==> config.mk <==
export PLATFORM = sky130hd
export DESIGN_NAME = hazard_ctrl
export DESIGN_NICKNAME = d
export VERILOG_FILES = /design/src/rtl/hazard_ctrl.sv
export SDC_FILE = /design/constraint.sdc
export NUM_CORES = 1
export LEC_CHECK = 0
export CORE_AREA = 10 10 81 83
export CTS_BUF_LIST = sky130_fd_sc_hd__clkbuf_16
export DETAILED_ROUTE_END_ITERATION = 8
export DIE_AREA = 0 0 91 93
export GPL_TIMING_DRIVEN = 0
export PLACE_DENSITY = 0.8
export SETUP_SLACK_MARGIN = 0.1
export SYNTH_ARGS = -nofsm -noshare
export SYNTH_HDL_FRONTEND = slang
export SYNTH_SLANG_ARGS = --single-unit
==> constraint.sdc <==
create_clock -name i_clk -period 1.88 [get_ports i_clk]
set_input_delay 0.188 -clock i_clk [delete_from_list [all_inputs] [get_ports i_clk]]
set_output_delay 0.188 -clock i_clk [all_outputs]
set_load 0.05 [all_outputs]
==> src/rtl/hazard_ctrl.sv <==
// Pipeline hazard controller: load-use stall, multicycle MDU stall, redirect flush, memory freeze.
// Latency: stall/flush/bubble outputs are combinational from state and inputs; state and counters update on the next edge.
// Backpressure: i_dmem_busy freezes the whole pipeline and the controller itself; nothing is consumed while frozen.

package cotm32_pkg;
    localparam int NUM_REGS = 32;
endpackage

module hazard_ctrl #(
    parameter int FLUSH_CYCLES = 2,
    parameter int CNT_W        = 32,
    localparam int RA          = $clog2(cotm32_pkg::NUM_REGS)
) (
    input  logic              i_clk,
    input  logic              i_rst,
    input  logic              i_id_valid,
    input  logic [RA-1:0]     i_id_rs1_addr,
    input  logic [RA-1:0]     i_id_rs2_addr,
    input  logic              i_id_uses_rs1,
    input  logic              i_id_uses_rs2,
    input  logic              i_idex_valid,
    input  logic [RA-1:0]     i_idex_rd_addr,
    input  logic              i_idex_is_load,
    input  logic              i_idex_is_mdu,
    input  logic              i_mdu_done,
    input  logic              i_ex_redirect,
    input  logic              i_dmem_busy,
    output logic              o_pc_stall,
    output logic              o_ifid_stall,
    output logic              o_ifid_flush,
    output logic              o_idex_stall,
    output logic              o_idex_bubble,
    output logic              o_exmem_hold,
    output logic              o_exmem_bubble,
    output logic              o_mdu_start,
    output logic [1:0]        o_state,
    output logic [CNT_W-1:0]  o_stall_count
);

    typedef enum logic [1:0] {
        ST_RUN   = 2'd0,
        ST_MDU   = 2'd1,
        ST_FLUSH = 2'd2
    } state_e;

    // Counter holds the number of flush cycles still owed after the current one.
    localparam logic [3:0]       FLUSH_RELOAD = 4'(FLUSH_CYCLES - 1);
    localparam logic [CNT_W-1:0] CNT_MAX      = '1;
    localparam logic [CNT_W-1:0] CNT_ONE      = CNT_W'(1);

    state_e           state_q, state_d;
    logic [3:0]       fcnt_q, fcnt_d;
    logic [CNT_W-1:0] stall_cnt_q, stall_cnt_d;
    logic             lu;

    // Load-use hazard: the ID instruction reads a register a load in ID/EX has not produced yet (x0 never hazards).
    always_comb begin
        lu = i_id_valid && i_idex_valid && i_idex_is_load && (i_idex_rd_addr != '0) &&
             ((i_id_uses_rs1 && (i_id_rs1_addr == i_idex_rd_addr)) ||
              (i_id_uses_rs2 && (i_id_rs2_addr == i_idex_rd_addr)));
    end

    // Priority-ordered control decode and next-state selection.
    always_comb begin
        o_pc_stall     = 1'b0;
        o_ifid_stall   = 1'b0;
        o_ifid_flush   = 1'b0;
        o_idex_stall   = 1'b0;
        o_idex_bubble  = 1'b0;
        o_exmem_hold   = 1'b0;
        o_exmem_bubble = 1'b0;
        o_mdu_start    = 1'b0;
        state_d        = state_q;
        fcnt_d         = fcnt_q;

        if (i_dmem_busy) begin
            // Memory wait freezes everything, including this FSM.
            o_pc_stall   = 1'b1;
            o_ifid_stall = 1'b1;
            o_idex_stall = 1'b1;
            o_exmem_hold = 1'b1;
        end else begin
            case (state_q)
                ST_RUN: begin
                    if (i_ex_redirect) begin
                        o_ifid_flush  = 1'b1;
                        o_idex_bubble = 1'b1;
                        fcnt_d        = FLUSH_RELOAD;
                        state_d       = (FLUSH_CYCLES > 1) ? ST_FLUSH : ST_RUN;
                    end else if (i_idex_valid && i_idex_is_mdu) begin
                        o_mdu_start    = 1'b1;
                        o_pc_stall     = 1'b1;
                        o_ifid_stall   = 1'b1;
                        o_idex_stall   = 1'b1;
                        o_exmem_bubble = 1'b1;
                        state_d        = ST_MDU;
                    end else if (lu) begin
                        o_pc_stall    = 1'b1;
                        o_ifid_stall  = 1'b1;
                        o_idex_bubble = 1'b1;
                    end
                end
                ST_MDU: begin
                    if (i_mdu_done) begin
                        state_d = ST_RUN;
                    end else begin
                        o_pc_stall     = 1'b1;
                        o_ifid_stall   = 1'b1;
                        o_idex_stall   = 1'b1;
                        o_exmem_bubble = 1'b1;
                    end
                end
                ST_FLUSH: begin
                    o_ifid_flush = 1'b1;
                    if (i_ex_redirect) begin
                        o_idex_bubble = 1'b1;
                        fcnt_d        = FLUSH_RELOAD;
                        state_d       = (FLUSH_CYCLES > 1) ? ST_FLUSH : ST_RUN;
                    end else if (fcnt_q <= 4'd1) begin
                        fcnt_d  = 4'd0;
                        state_d = ST_RUN;
                    end else begin
                        fcnt_d = fcnt_q - 4'd1;
                    end
                end
                default: begin
                    state_d = ST_RUN;
                    fcnt_d  = 4'd0;
                end
            endcase
        end
    end

    // Saturating count of cycles in which the PC is held.
    always_comb begin
        stall_cnt_d = stall_cnt_q;
        if (o_pc_stall && (stall_cnt_q != CNT_MAX)) begin
            stall_cnt_d = stall_cnt_q + CNT_ONE;
        end
    end

    // State and counter registers with immediate asynchronous reset.
    always_ff @(posedge i_clk or posedge i_rst) begin
        if (i_rst) begin
            state_q     <= ST_RUN;
            fcnt_q      <= 4'd0;
            stall_cnt_q <= '0;
        end else begin
            state_q     <= state_d;
            fcnt_q      <= fcnt_d;
            stall_cnt_q <= stall_cnt_d;
        end
    end

    assign o_state       = state_q;
    assign o_stall_count = stall_cnt_q;

endmodule

After elaboration in Yosys (flattened, before gate mapping)
Cells that the tools add are included.
{"block": "word_totals", "memories": 0, "register_bits": 38, "ram_bits": 0, "in_bits": 26, "latchBits": 0, "mem_bits_ro": 0, "output_inout_bits": 42}
{"block": "classes", "div": 0, "n_mux": 31, "reduce_logical": 13, "n_lt_le_gt_ge": 1, "eq_ne": 9, "n_mul": 0, "addsub": 2, "shifts": 0, "bitwise_logic": 2}
{"cell": "adder 32 x 1 -> 32 bit, second input constant", "count": 1}
{"cell": "inequality test 32 bit, second input constant", "count": 1}
{"cell": "two-way mux 1 bit", "count": 17}
{"cell": "two-way mux 4 bit", "count": 3}
{"cell": "case mux 4 bit (3 select lines)", "count": 1}
{"cell": "equality test 5 bit", "count": 2}
{"cell": "two-way mux 2 bit", "count": 5}
{"cell": "logical AND 1 bit", "count": 8}
{"cell": "case mux 1 bit (2 select lines)", "count": 4}
{"cell": "inequality test 3 bit, second input constant", "count": 2}
{"cell": "case mux 2 bit (3 select lines)", "count": 1}
{"cell": "nonzero test 5 bit", "count": 1}
{"cell": "<= comparator 4 x 1 -> 1 bit, second input constant", "count": 1}
{"cell": "inequality test 2 bit, second input constant", "count": 2}
{"cell": "AND reduction 4 bit", "count": 1}
{"cell": "subtractor 4 x 1 -> 4 bit, second input constant", "count": 1}
{"cell": "AND reduction 3 bit", "count": 1}
{"cell": "equality test 2 x 1 -> 1 bit, second input constant", "count": 1}
{"cell": "equality test 2 bit, second input constant", "count": 1}
{"cell": "zero test 2 bit", "count": 1}
{"cell": "NOT 1 bit", "count": 2}
{"cell": "logical OR 1 bit", "count": 1}

Depth between registers and ports, before layout
Gate-level depths: netlist (run 1).
{"block": "depth", "word_depth": 10, "depth_mapped": 7}

Least setup slack after synthesis (run 1)
Ideal clock, no wire load.
{"block": "synth_timing", "kind": "register -> register", "startpoint": "register state_q[0], in the netlist o_state[0]", "endpoint": "register state_q[0], in the netlist o_state[0]", "synth_period_minus_slack_ps": 3148, "required_ps": 1802, "setup_ps": 78, "path_slack_ps": -1268, "path_stages_with_launch": 5, "arrival_ps": 3070, "path_buffers": 0, "cell_sequence": "dfrtp_1 -> nor2_4 -> a311oi_1 -> nor4bb_1 -> o21bai_1"}
{"block": "synth_between", "elab_chain_len": 3}
{"item": "start, declared", "line": "51", "source": "state_e state_q, state_d;"}
{"item": "start signal, assigned", "line": "149", "source": "state_q <= state_d;"}
{"item": "equality test 2 bit (tied with other cells)", "line": "83", "source": "case (state_q)"}
{"item": "inequality test 3 bit (no line) or inequality test 2 bit (tied branches)"}
{"item": "AND reduction 4 bit (no line)"}
Parallel ways exist; a longest one is shown, timed or not.
A chain may end at the register's enable or synchronous reset.

==> results of run 1 <==
-- cell usage in the layout, fill, tap and decap left out, types with 5 or more instances in the layout --
cell type | Yosys | routed
buf_12 | 0 | 7
buf_4 | 3 | 38
buf_6 | 3 | 13
clkbuf_16 | 0 | 6
clkdlybuf4s50_1 | 0 | 32
dfrtp_1 | 38 | 17
dfrtp_2 | 0 | 20
dlygate4sd2_1 | 0 | 14
dlymetal6s2s_1 | 0 | 12
inv_1 | 9 | 6
nand2_1 | 21 | 20
nand3_1 | 6 | 5
nand4_1 | 10 | 10
nor2_1 | 9 | 8
nor3_4 | 0 | 9
nor4_4 | 0 | 11
xnor2_1 | 15 | 15
xor2_1 | 27 | 27
-- per-stage QoR --
step           cells  setup WS (ns)
5_1_grt          416         -0.277
6_report         416         -0.194
3_5_place_dp     357         -0.936
4_1_cts          398         -0.140
2_1_floorplan    221         -0.297
3_3_place_gp     357         -0.894
-- layer usage --
metal	vias to the layer above	share of wire (%)
li1	1039	-
met1	1178	37
met2	143	50
met3	43	8.2
met4	0	5.0
met5	-	0
-- flip-flops by register name, indices dropped and copies added, names as in the netlist --
name	flops
o_state	2
fcnt_q	4
o_stall_count	32
-- power by group through the flow --
stage,combinational (mW),sequential (mW),clock (mW)
floorplan,0.605,1.69,0
global placement,1.57,1.23,0
detailed placement,1.59,1.24,0
CTS,1.90,1.18,0.795
global route,2.20,1.24,0.837
finish,2.10,1.22,0.804
-- repair_timing --
| item | in CTS | in global routing |
|---|---|---|
| setup buffers | 30 | 17 |
| endpoints found under the setup margin | 42 | 48 |
| pin swaps | 28 | 31 |
| cloned | 3 | 1 |
| resized for setup | 103 | 49 |
-- kinds of logic (layout without fill, tap and decap cells) --
| group | Yosys count | in the layout | synth area share [%] |
|---|---|---|---|
| flip-flops | 38 | 38 | 40.5 |
| XOR/XNOR | 42 | 42 | 15.7 |
| buffers and inverters | 19 | 144 | 4.53 |
| AO/OA/AOI/OAI | 14 | 14 | 5.06 |
| adder cells (fa/ha/maj) | 3 | 3 | 1.60 |
| multiplexers | 3 | 3 | 1.44 |
| AND/OR/NAND/NOR | 102 | 102 | 31.2 |
-- worst paths after layout --
| check | startpoint | end |
|---|---|---|
| worst max-delay path | fcnt_q[0] | o_mdu_start |
| worst min-delay path | i_rst | o_stall_count[26] |
| worst max register to register | o_state[0] | o_stall_count[3] |
| worst min register to register | o_stall_count[16] | o_stall_count[16] |
| max in group asynchronous | i_rst | o_state[0] |
| min in group i_clk | i_dmem_busy | fcnt_q[0] |
-- critical path, delay by kind of cell, from the launching register on --
kind	cells	cell delay, ns
AND/OR/NAND/NOR	1	0.30
adder cells (fa/ha/maj)	1	0.15
AO/OA/AOI/OAI	2	0.40
buffers and inverters	2	0.33
flip-flops	1	0.43
-- cell type report --
type,count,area share (%)
Buffer,10,2.99
Clock buffer,5,2.93
Clock inverter,3,0.264
Inverter,9,0.879
Multi-Input combinational cell,164,39.7
Sequential cell,38,22.9
Tap cell,70,2.05
Timing Repair Buffer,117,28.3
==> summary.md, run 1 <==
| Metric | Value |
|---|---|
| Maximum vdd ir drop | `0.928 mV` |
| Longest Clk Path Bufs | `2` |
| Final Max Tran Viols | `0` |
| Largest net degree at the start of global routing | `39` |
| Total power | `4.13 mW` |
| Vias in the first global route | `2531` |
| Synth top area share | `40.5%` |
| Multi-input gate area | `0.00169 sq mm` |
| Status | `finished, violations left` |
| Netlist Area Pre-Place | `0.00235 sq mm` |
| Net switching power | `1.82 mW` |
| Antenna violations before repair | `0` |
| Worst reg2reg setup slack | `-0.15 ns` |
| Post-route cell area | `0.00427 sq mm` |
| Switching Fraction | `44.2%` |
| Slowest stage delay, CP | `0.43 ns` |
| Vias | `2403` |
| Gate power share | `50.9%` |
| Pwr Density | `966 mW/mm^2` |
| Fin crit period | `2.07 ns` |
| Setup tns final | `-1.81 ns` |
| Skew-Pair Late Insertion Delay | `0.29 ns` |
| Final design utilization | `85.2%` |
| Hpwl dp | `4460 um` |
| Most numerous cell in the Yosys netlist | `dfrtp_1` |
| Port Buffers | `66` |
| Routed Antenna Nets | `0` |
| Hold Vio Cnt, Final | `0` |
| Placer congestion estimate | `0.854` |
| Drt drc | `0` |
| Clock network fraction of total power | `19.5%` |
| DIE AREA | `0.00846 sq mm` |
| Sequential element share of the synthesized area | `40.5%` |
| GRT Overall Usage | `19.1%` |
| Routed length per instance | `21.9 um` |
| Chip width | `91 um` |
| Vias per cell | `5.78` |
| Cell taking the most area after synthesis | `dfrtp_1` |
| Starting density of the core | `46.9%` |
| CP Data Required Time | `1.69 ns` |
| Failing checks | `negative setup slack` |
| DP Area | `0.00327 sq mm` |
| Height of the die | `93 um` |
| Max Freq | `482 MHz` |
| Register Area | `980 sq um` |
| CTS Sinks | `38` |
| IO Count | `68` |
| First-pass GRT wire length | `13300 um` |
| Mean Syn Cell Area | `10.6 sq um` |
| Crit-path slowest cell | `dfrtp_1` |
| Crit start category | `flop` |
| GR Layer Usage met3 | `6.47%` |
| Cell chain of the critical path | `inv_2 -> ha_4 -> o21ai_2 -> a311oi_2 -> nor4bb_4 -> buf_6` |
| # hold bufs at CTS | `0` |
| Clock transition at path regs | `0.05 ns` |
| EDFF count, synth | `0` |
| Initial DRC count | `99` |
| RSZ-0062 raised after global routing | `yes` |
| #FFs+latches synth | `38` |
| Synthesized instance count | `221` |
| Setup CP Type | `flop to output port` |
| Leak Pwr | `1.85 nW` |
| Nets | `374` |
| Critical-path maximum fanout | `4` |
| CTS H-tree lvls | `2` |
| Measured slew at the worst slew-check pin | `0.796 ns` |
| Synth top cells by count | `dfrtp_1, xor2_1, nand2_1` |
| Worst EP arrival | `1.89 ns` |
| Crit share post-route | `110%` |
| Grt met1 use | `21.2%` |
| Max transition margin | `46.9%` |
| Layout cells sized above 1 | `45.4%` |
| FILL cells | `276` |
| Site Rows | `26` |
| Netlist cell types | `44` |
| Asr flop ratio synth | `100%` |
| CTS tree | `built` |
| Placeable Area | `0.00501 sq mm` |
| Crit. End Element | `output port` |
| Largest cells by area after synthesis | `dfrtp_1, xor2_1, nor4_2` |
| Mapped Nets | `250` |
| HP Class | `input port to async pin` |
| MaxCap Viol Count | `0` |
| 1st-pass router iterations | `4` |
| R2R depth | `9` |
| Final Hold Slack | `0.377 ns` |
| P&R area growth vs syn | `81.8%` |
| Yosys warns | `0` |
| Root Driver | `clkbuf_16` |
| Internal | `2.30 mW` |
| Setup ws final | `-0.194 ns` |
| Ant. Diodes | `0` |
| Primary FF master, synth | `dfrtp_1` |
| CTS Buf Count | `5` |
| Grt total ovfl | `0` |
| M2 GR Usage | `32.6%` |
| Final WL | `9120 um` |
| Most Crowded Layer GR | `met2` |
| Final Setup Violations | `22` |
| Sequential share of power | `29.6%` |
| Clock Skew | `0.0102 ns` |
Note: power is estimated with default switching activity, not from simulation.
==> run 2: changes to the inputs <==
- CORE_AREA: 10 10 81 83 -> 5 5 76 78
- DIE_AREA: 0 0 91 93 -> 0 0 81 83
==> run 2 against run 1 <==
Net effect: the flow still finishes with violations (negative setup slack); sequential cell count stayed put; largest power group unchanged; clock-buffer cell count stayed put; cell area is 2.3% lower; highest routed layer unchanged.
==> summary.md, run 2 (same netlist as run 1, synthesis figures left out) <==
| Metric | Value |
|---|---|
| Status | `finished, violations left` |
| Failing checks | `negative setup slack` |
| R2R depth | `8` |
| DIE AREA | `0.00672 sq mm` |
| Longest Clk Path Bufs | `2` |
| Vias per cell | `5.70` |
| 1st-pass router iterations | `4` |
| Most common cell after layout, fill and taps aside | `buf_4` |
| Placed cells | `357` |
| Hpwl dp | `4120 um` |
| Clock transition at path regs | `0.06 ns` |
| Vias | `2360` |
| Worst EP arrival | `1.87 ns` |
| Placement Setup Slack | `-0.914 ns` |
| Register Area | `981 sq um` |
| Placeable Area | `0.00501 sq mm` |
| Worst R2R End | `o_stall_count[13]` |
| Height of the die | `83 um` |
| Fin crit period | `2.06 ns` |
| Routed Antenna Nets | `0` |
| MaxCap Viol Count | `0` |
| Antenna violations before repair | `0` |
| Hold Vio Cnt, Final | `0` |
| P&R area growth vs syn | `77.6%` |
| Fin cells | `414` |
| Pwr Density | `1020 mW/mm^2` |
| Max reg flops | `32` |
| Critical R2R Launch | `o_state[0]` |
| Final Setup Violations | `18` |
| Site Rows | `26` |
| Starting density of the core | `46.9%` |
| FILL cells | `276` |
| Crit. End Element | `output port` |
| Routed length per instance | `20.5 um` |
| RSZ-0062 raised after global routing | `yes` |
| Total power | `4.26 mW` |
| Multi-input gate area | `0.00168 sq mm` |
| Chip width | `81 um` |
| First-pass GRT wire length | `12100 um` |
| IO Count | `68` |
| Drt drc | `0` |
| Final Max Tran Viols | `0` |
| Commonest cells after routing, fill and taps aside | `buf_4, clkdlybuf4s50_1, xor2_1` |
| Setup CP Type | `flop to output port` |
| Skew-Pair Late Insertion Delay | `0.29 ns` |
| # hold bufs at CTS | `0` |
| CTS Sinks | `38` |
| Crit share post-route | `109%` |
| Critical-path maximum fanout | `3` |
| Port Buffers | `66` |
| Layout cells sized above 1 | `45.1%` |
| Vias in the first global route | `2394` |
| Max Freq | `487 MHz` |
| CP Data Required Time | `1.69 ns` |
| CTS tree | `built` |
| CTS H-tree lvls | `2` |
| Worst reg2reg setup slack | `-0.07 ns` |
| Grt total ovfl | `0` |
| Leak Pwr | `1.81 nW` |
| Max transition margin | `45.3%` |
| Initial DRC count | `210` |
| Largest net degree at the start of global routing | `39` |
| Crit start category | `flop` |
| Root Driver | `clkbuf_16` |
| Ant. Diodes | `0` |
| Clock Skew | `0.00672 ns` |
| CTS Buf Count | `5` |
| Final WL | `8500 um` |
| GRT Overall Usage | `23.2%` |
| Placer congestion estimate | `0.812` |
| Setup ws final | `-0.175 ns` |
| Measured slew at the worst slew-check pin | `0.819 ns` |
| Nets | `372` |
| HP Class | `input port to async pin` |
| Maximum vdd ir drop | `1.12 mV` |
-- run 2: cell types whose count changed in the layout (fill, tap and decap cells not counted), moves of 2 or more --
cell	before	now
buf_6	13	10
dlymetal6s2s_1	12	16
buf_16	3	0
clkdlybuf4s50_1	32	34
nor3b_2	0	2
buf_4	38	43
inv_1	6	4
dlygate4sd2_1	14	8
nor3b_4	4	2
-- run 2: through the flow --
stage	setup TNS (ns)	hold slack, ns	util [%]	instance area (sq um)
after floorplan	-4.06	0.379	-	2520
after detailed placement	-10.73	0.468	65.3	3270
after global placement	-12.34	0.462	65.3	3270
after CTS	-0.350	0.376	79.0	3960
final	-0.948	0.377	83.2	4170
after global routing	-2.84	0.450	83.2	4170
-- run 2: repair_timing --
item                                    4_1_cts  5_1_grt
hold endpoints to repair                      0        0
gates resized for setup                     104       37
cloned                                        2        0
setup buffers                                29       20
pin swaps                                    35       32
endpoints found under the setup margin       42       48
-- run 2: worst max-delay path, stage by stage (launching register included) --
cell      delay (ns)
dfrtp_1         0.40
inv_2           0.11
ha_4            0.16
o21ai_4         0.07
a311oi_4        0.31
nor4bb_4        0.31
buf_6           0.21
-- run 2: where the power goes --
| group | internal (mW) | switching [mW] | total [mW] |
|---|---|---|---|
| registers | 1.00 | 0.224 | 1.23 |
| clock network | 0.485 | 0.362 | 0.847 |
| logic | 0.883 | 1.30 | 2.18 |
-- run 2: worst max-delay path by stage --
stage / cells past startpoint / endpoint / startpoint
detailed placement: 9 / o_pc_stall / i_ex_redirect
CTS: 6 / o_mdu_start / fcnt_q[0]
floorplan: 7 / o_pc_stall / o_state[0]
global route: 6 / o_mdu_start / fcnt_q[0]
global placement: 9 / o_pc_stall / i_ex_redirect
finish: 6 / o_mdu_start / fcnt_q[1]
-- run 2: per-layer routing --
layer,GRT usage (%),up-vias,wire [um]
li1,-,1034,-
met1,27.3,1191,3350
met2,40.0,114,4320
met4,9.98,0,278
met3,4.44,21,552
met5,0,-,0
-- run 2: cell type report --
class	instances	area share [%]
buffer	10	3.06
clock buffer	5	3.00
clock inverter	3	0.390
inverter	9	0.900
multi-input combinational	164	40.3
sequential	38	23.5
tap	70	2.10
timing repair buffer	115	26.7
==> run 3: changes to the inputs <==
- clock period: 1.88 -> 2.35 ns (I/O delays scaled with it)
==> run 3 against run 2 <==
Net effect: the flow now finishes without violations; sequential power shrank 22%; non-clock buffer count shrank 45; wire length shrank 37%; critical endpoint unchanged; cell area shrank 19%; global-route usage shrank 6.0 points; register-to-register slack gained 0.38 ns; sequential cell count is the same; worst hold slack gained 0.049 ns; die area is the same; combinational power shrank 43%.
==> summary.md, run 3 (same netlist as run 1, synthesis figures left out) <==
| Metric | Value |
|---|---|
| Worst EP arrival | `1.96 ns` |
| Crit. End Element | `output port` |
| Final Setup Violations | `0` |
| P&R area growth vs syn | `43.1%` |
| Slowest stage delay, CP | `0.39 ns` |
| Crit-path slowest cell | `dfrtp_1` |
| Placement Setup Slack | `-0.572 ns` |
| MaxCap Viol Count | `0` |
| Skew-Pair Late Insertion Delay | `0.27 ns` |
| Max reg flops | `32` |
| Starting density of the core | `46.9%` |
| Final WL | `5370 um` |
| Vias | `1928` |
| Port Buffers | `66` |
| CP Data Required Time | `2.12 ns` |
| Layout cells sized above 1 | `20.4%` |
| HP Class | `input port to async pin` |
| DIE AREA | `0.00672 sq mm` |
| Initial DRC count | `59` |
| 1st-pass router iterations | `4` |
| Vias in the first global route | `1993` |
| Clock transition at path regs | `0.05 ns` |
| Max Freq | `455 MHz` |
| Longest Clk Path Bufs | `2` |
| Commonest cells after routing, fill and taps aside | `clkdlybuf4s50_1, dfrtp_1, xor2_1` |
| Setup ws final | `0.155 ns` |
| Crit share post-route | `93.4%` |
| IO Count | `68` |
| Status | `complete, no violations` |
| Final design utilization | `67.1%` |
| Vias per cell | `5.22` |
| Crit start category | `flop` |
| Hpwl dp | `4090 um` |
| Total power | `2.93 mW` |
| Height of the die | `83 um` |
| Placed cells | `357` |
| CTS Sinks | `38` |
| Routed Antenna Nets | `0` |
| Antenna violations before repair | `0` |
| CTS tree | `built` |
| Nets | `327` |
| GRT Overall Usage | `17.2%` |
| Drt drc | `0` |
| Root Driver | `clkbuf_16` |
| Site Rows | `26` |
| Leak Pwr | `1.38 nW` |
| Measured slew at the worst slew-check pin | `0.778 ns` |
| First-pass GRT wire length | `9380 um` |
| Setup tns final | `0 ns` |
| Max transition margin | `48.1%` |
| CTS Buf Count | `5` |
| Post-route cell area | `0.00336 sq mm` |
| Final Max Tran Viols | `0` |
| Placeable Area | `0.00501 sq mm` |
| Grt total ovfl | `0` |
| Most common cell after layout, fill and taps aside | `clkdlybuf4s50_1` |
| Cell chain of the critical path | `inv_1 -> ha_1 -> o21ai_1 -> a311oi_2 -> nor4bb_4 -> buf_6` |
| Maximum vdd ir drop | `0.774 mV` |
| RSZ-0062 raised after global routing | `yes` |
| Critical-path maximum fanout | `4` |
| FILL cells | `416` |
| CTS H-tree lvls | `2` |
| DP Area | `0.00316 sq mm` |
| # hold bufs at CTS | `0` |
| Final Hold Slack | `0.426 ns` |
| Placer congestion estimate | `0.779` |
| Setup CP Type | `flop to output port` |
| Chip width | `81 um` |
| Hold Vio Cnt, Final | `0` |
| Largest net degree at the start of global routing | `39` |
| Fin crit period | `2.20 ns` |
| Routed length per instance | `14.6 um` |
| Ant. Diodes | `0` |
| Clock Skew | `0.00311 ns` |
| Fin cells | `369` |
| Pwr Density | `873 mW/mm^2` |
## run 3: area by class of cell
cell class              instances  area (sq um)  share of cell area [%]
well taps                      70          87.6                    2.61
inverters                       9          37.5                    1.12
flip-flops and latches         38           955                    28.4
multi-input cells             164          1350                    40.1
clock inverters                 3          40.0                    1.19
plain buffers                  10          86.3                    2.57
repair buffers                 70           681                    20.3
clock buffers                   5           125                    3.72
## run 3: worst paths after layout
path / start / end / cells past startpoint / slack [ns]
worst min-delay path: i_rst / fcnt_q[3] / 2 / 0.43
worst min register to register: o_stall_count[5] / o_stall_count[5] / 1 / 0.49
max in group asynchronous: i_rst / o_state[0] / 2 / 1.34
worst max register to register: o_state[0] / o_stall_count[31] / 8 / 0.31
min in group i_clk: i_dmem_busy / fcnt_q[0] / 3 / 0.46
worst max-delay path: fcnt_q[0] / o_mdu_start / 6 / 0.15
## run 3: repair_timing
item	in CTS	in global routing
setup endpoints to repair	7	6
buffers inserted	1	3
gates resized for setup	27	8
pin swaps	1	4
## run 3: layer usage
layer	up-vias	global-route usage, %	part of all wire, %
li1	935	-	-
met1	924	23.5	44
met2	67	27.3	47
met3	2	5.30	8.5
met4	0	2.30	0.24
met5	-	0	0
## run 3: critical path, delay by kind of cell, from the launching register on
| kind | cells | cell delay (ns) |
|---|---|---|
| compound gates | 2 | 0.50 |
| flops | 1 | 0.39 |
| buf+inv | 2 | 0.31 |
| simple gates | 1 | 0.31 |
| fa+ha+maj | 1 | 0.17 |
## run 3: report_power, final
group | internal (mW) | switching [mW]
Sequential | 0.792 | 0.163
Combinational | 0.446 | 0.792
Clock | 0.496 | 0.245
Total | 1.73 | 1.20
==> patch (config.mk and constraints of run 2) <==
Set the package constant `NUM_REGS` to 16 (it was 32).
--- a/src/rtl/hazard_ctrl.sv
+++ b/src/rtl/hazard_ctrl.sv
@@ -3,7 +3,7 @@
 // Backpressure: i_dmem_busy freezes the whole pipeline and the controller itself; nothing is consumed while frozen.
 
 package cotm32_pkg;
-    localparam int NUM_REGS = 32;
+    localparam int NUM_REGS = 16;
 endpackage
 
 module hazard_ctrl #(
Interface: changed (resized i_id_rs1_addr, i_id_rs2_addr and i_idex_rd_addr); port bits go from 68 to 65. The function was not compared with the original's and may differ.
==> patch against run 2 <==
  * Routed wire length down 30%
  * The flow still finishes with violations (negative setup slack)
  * Total power down 13%
  * Hold slack about the same
  * Worst setup slack worse by 0.14 ns
  * Sequential cell count unchanged
  * Via count down 16%
  * Maximum frequency down 6.4%
  * Synthesized area down 8.9%
  * Critical endpoint is now o_pc_stall
  * Clock skew down 0.0022 ns
  * Synthesized cell count down 3.6%
  * Design area down 15%
==> patch: results (changes against run 2) <==
setup_viol: 35  # +17
drt_iter0_drc: 84  # -60%
clock-root-buffer: "clkbuf_16"
yosysSeqAreaShare: 0.444  # +0.0395
fin_nets: 332  # -11%
vias: 1989  # -16%
synthDistinctLibCells: 40  # -9.1%
grt_max_degree: 39  # unchanged
cp.arrival_ns: 2.01  # +0.14 ns
leakagePower_nw: 1.58  # -12%
violations: "negative setup slack"
critical_path_class: "flop to primary output"
diodes: 0  # unchanged
drive_above_1_share: 0.326  # -0.125
grt_pass1_wl_um: 9270  # -23%
clk_path_buf_depth: 2  # unchanged
status: "complete, but fails checks"
hold_class: "input port to asynchronous set/reset pin"
n_fill_cell: 375  # +36%
largest_reg_flops: 32  # unchanged
gr-usage-all-layers: 0.171  # -0.0602
synth_area_leaders: "dfrtp_1 (44%), xnor2_1 (8.2%), xor2_1 (8.2%)"
place_area_mm2: 0.00291  # -11%
wl_per_cell_um: 15.8  # -23%
syn-num-nets: 239  # -4.4%
regToRegSetupSlack_ns: -0.29  # -0.22 ns
yosys_warnings: 0  # unchanged
async_reset_ff_frac: 1.00  # unchanged
synth_ff_type: "dfrtp_1"
cts_buffers: 5  # unchanged
numPortBuffers: 63  # -4.5%
routabilityCongestion: 0.803  # -1.1%
htreeDepth: 2  # unchanged
rr_endpoint: "o_stall_count[31]"
worst_clock_skew_ns: 0.00451  # -0.00221 ns
setup_ws_ns: -0.315  # -0.140 ns
peakVddDrop_v: 0.000791  # -29%
netlist_top_cells_count: "dfrtp_1 (38), xnor2_1 (20), xor2_1 (20), nor2_1 (17), nand2_1 (14)"
dp_hpwl_um: 3700  # -10%
worstReg2RegStart: "o_state[0]"
dr.pass1.iters: 4  # unchanged
cp_max_fo: 5  # +2
slew_headroom: 0.459  # +0.00560
r2r.worst_path.cells: 9  # +1
## patch: changes by cell type after synthesis, sizes merged, moves of 5 or more
cell and change:
nand2 -7, xor2 -7, nor4 -6, nor2 +5
xnor2 +5
## patch: layout make-up
class                      count  area [µm²]  share of cell area
inverter                      12        45.0              0.0127
clock buffer                   5         125              0.0354
clock inverter                 3        68.8              0.0194
multi-input combinational    156        1350               0.381
sequential                    38         961               0.272
timing repair buffer          86         836               0.236
buffer                         7        67.6              0.0191
tap                           70        87.6              0.0248
## patch: power by group
group	total (W)	internal (W)	switching, W
Sequential	0.00117	0.000970	0.000201
Combinational	0.00144	0.000577	0.000859
Clock	0.00110	0.000762	0.000339
Total	0.00371	0.00231	0.00140
## patch: critical path, stage by stage, from the launching register on
cell and delay, ns:
dfrtp_2 0.40, buf_6 0.13, buf_4 0.14, a32oi_2 0.25, o21ai_4 0.12, buf_4 0.15, a21oi_4 0.19, inv_2 0.06
buf_4 0.13, buf_6 0.14
## patch: kinds of logic after synthesis
| kind of cell | after synthesis | synth area share |
|---|---|---|
| adder cells (fa/ha/maj) | 3 | 0.0175 |
| AO/OA/AOI/OAI | 15 | 0.0532 |
| AND/OR/NAND/NOR | 96 | 0.263 |
| flip-flops | 38 | 0.444 |
| multiplexers | 2 | 0.00994 |
| buffers and inverters | 19 | 0.0479 |
| XOR/XNOR | 40 | 0.164 |
## patch: how the worst max path moves through the flow
stage | endpoint | slack, ns | depth (start not counted)
6_report | o_pc_stall | -0.31 | 9
5_1_grt | o_stall_count[31] | -0.43 | 9
4_1_cts | o_stall_count[31] | -0.28 | 9
3_5_place_dp | o_pc_stall | -1.20 | 9
3_3_place_gp | o_pc_stall | -1.18 | 9
2_1_floorplan | o_stall_count[31] | -0.58 | 9
## patch: metrics by stage
stage	hold WS (ns)	setup WS [ns]	power [W]	instances	setup TNS, ns
finish	0.377	-0.315	0.00371	377	-4.87
global route	0.475	-0.432	0.00385	377	-9.03
floorplan	0.369	-0.580	0.00200	213	-12.08
global placement	0.470	-1.18	0.00238	346	-19.88
detailed placement	0.485	-1.20	0.00242	346	-19.69
CTS	0.411	-0.278	0.00361	367	-3.63
## patch: timing repair
item | 4_1_cts | 5_1_grt
resized for setup | 71 | 37
setup buffers | 12 | 10
setup endpoints to repair | 39 | 46
cloned | 1 | 0
pin swaps | 15 | 24
## patch: layer usage
metal	track usage	routed length (µm)	up-vias
met5	0	0	-
met1	0.206	2350	971
met3	0.0444	449	12
met4	0.0661	156	0
met2	0.288	2990	80
li1	-	-	926
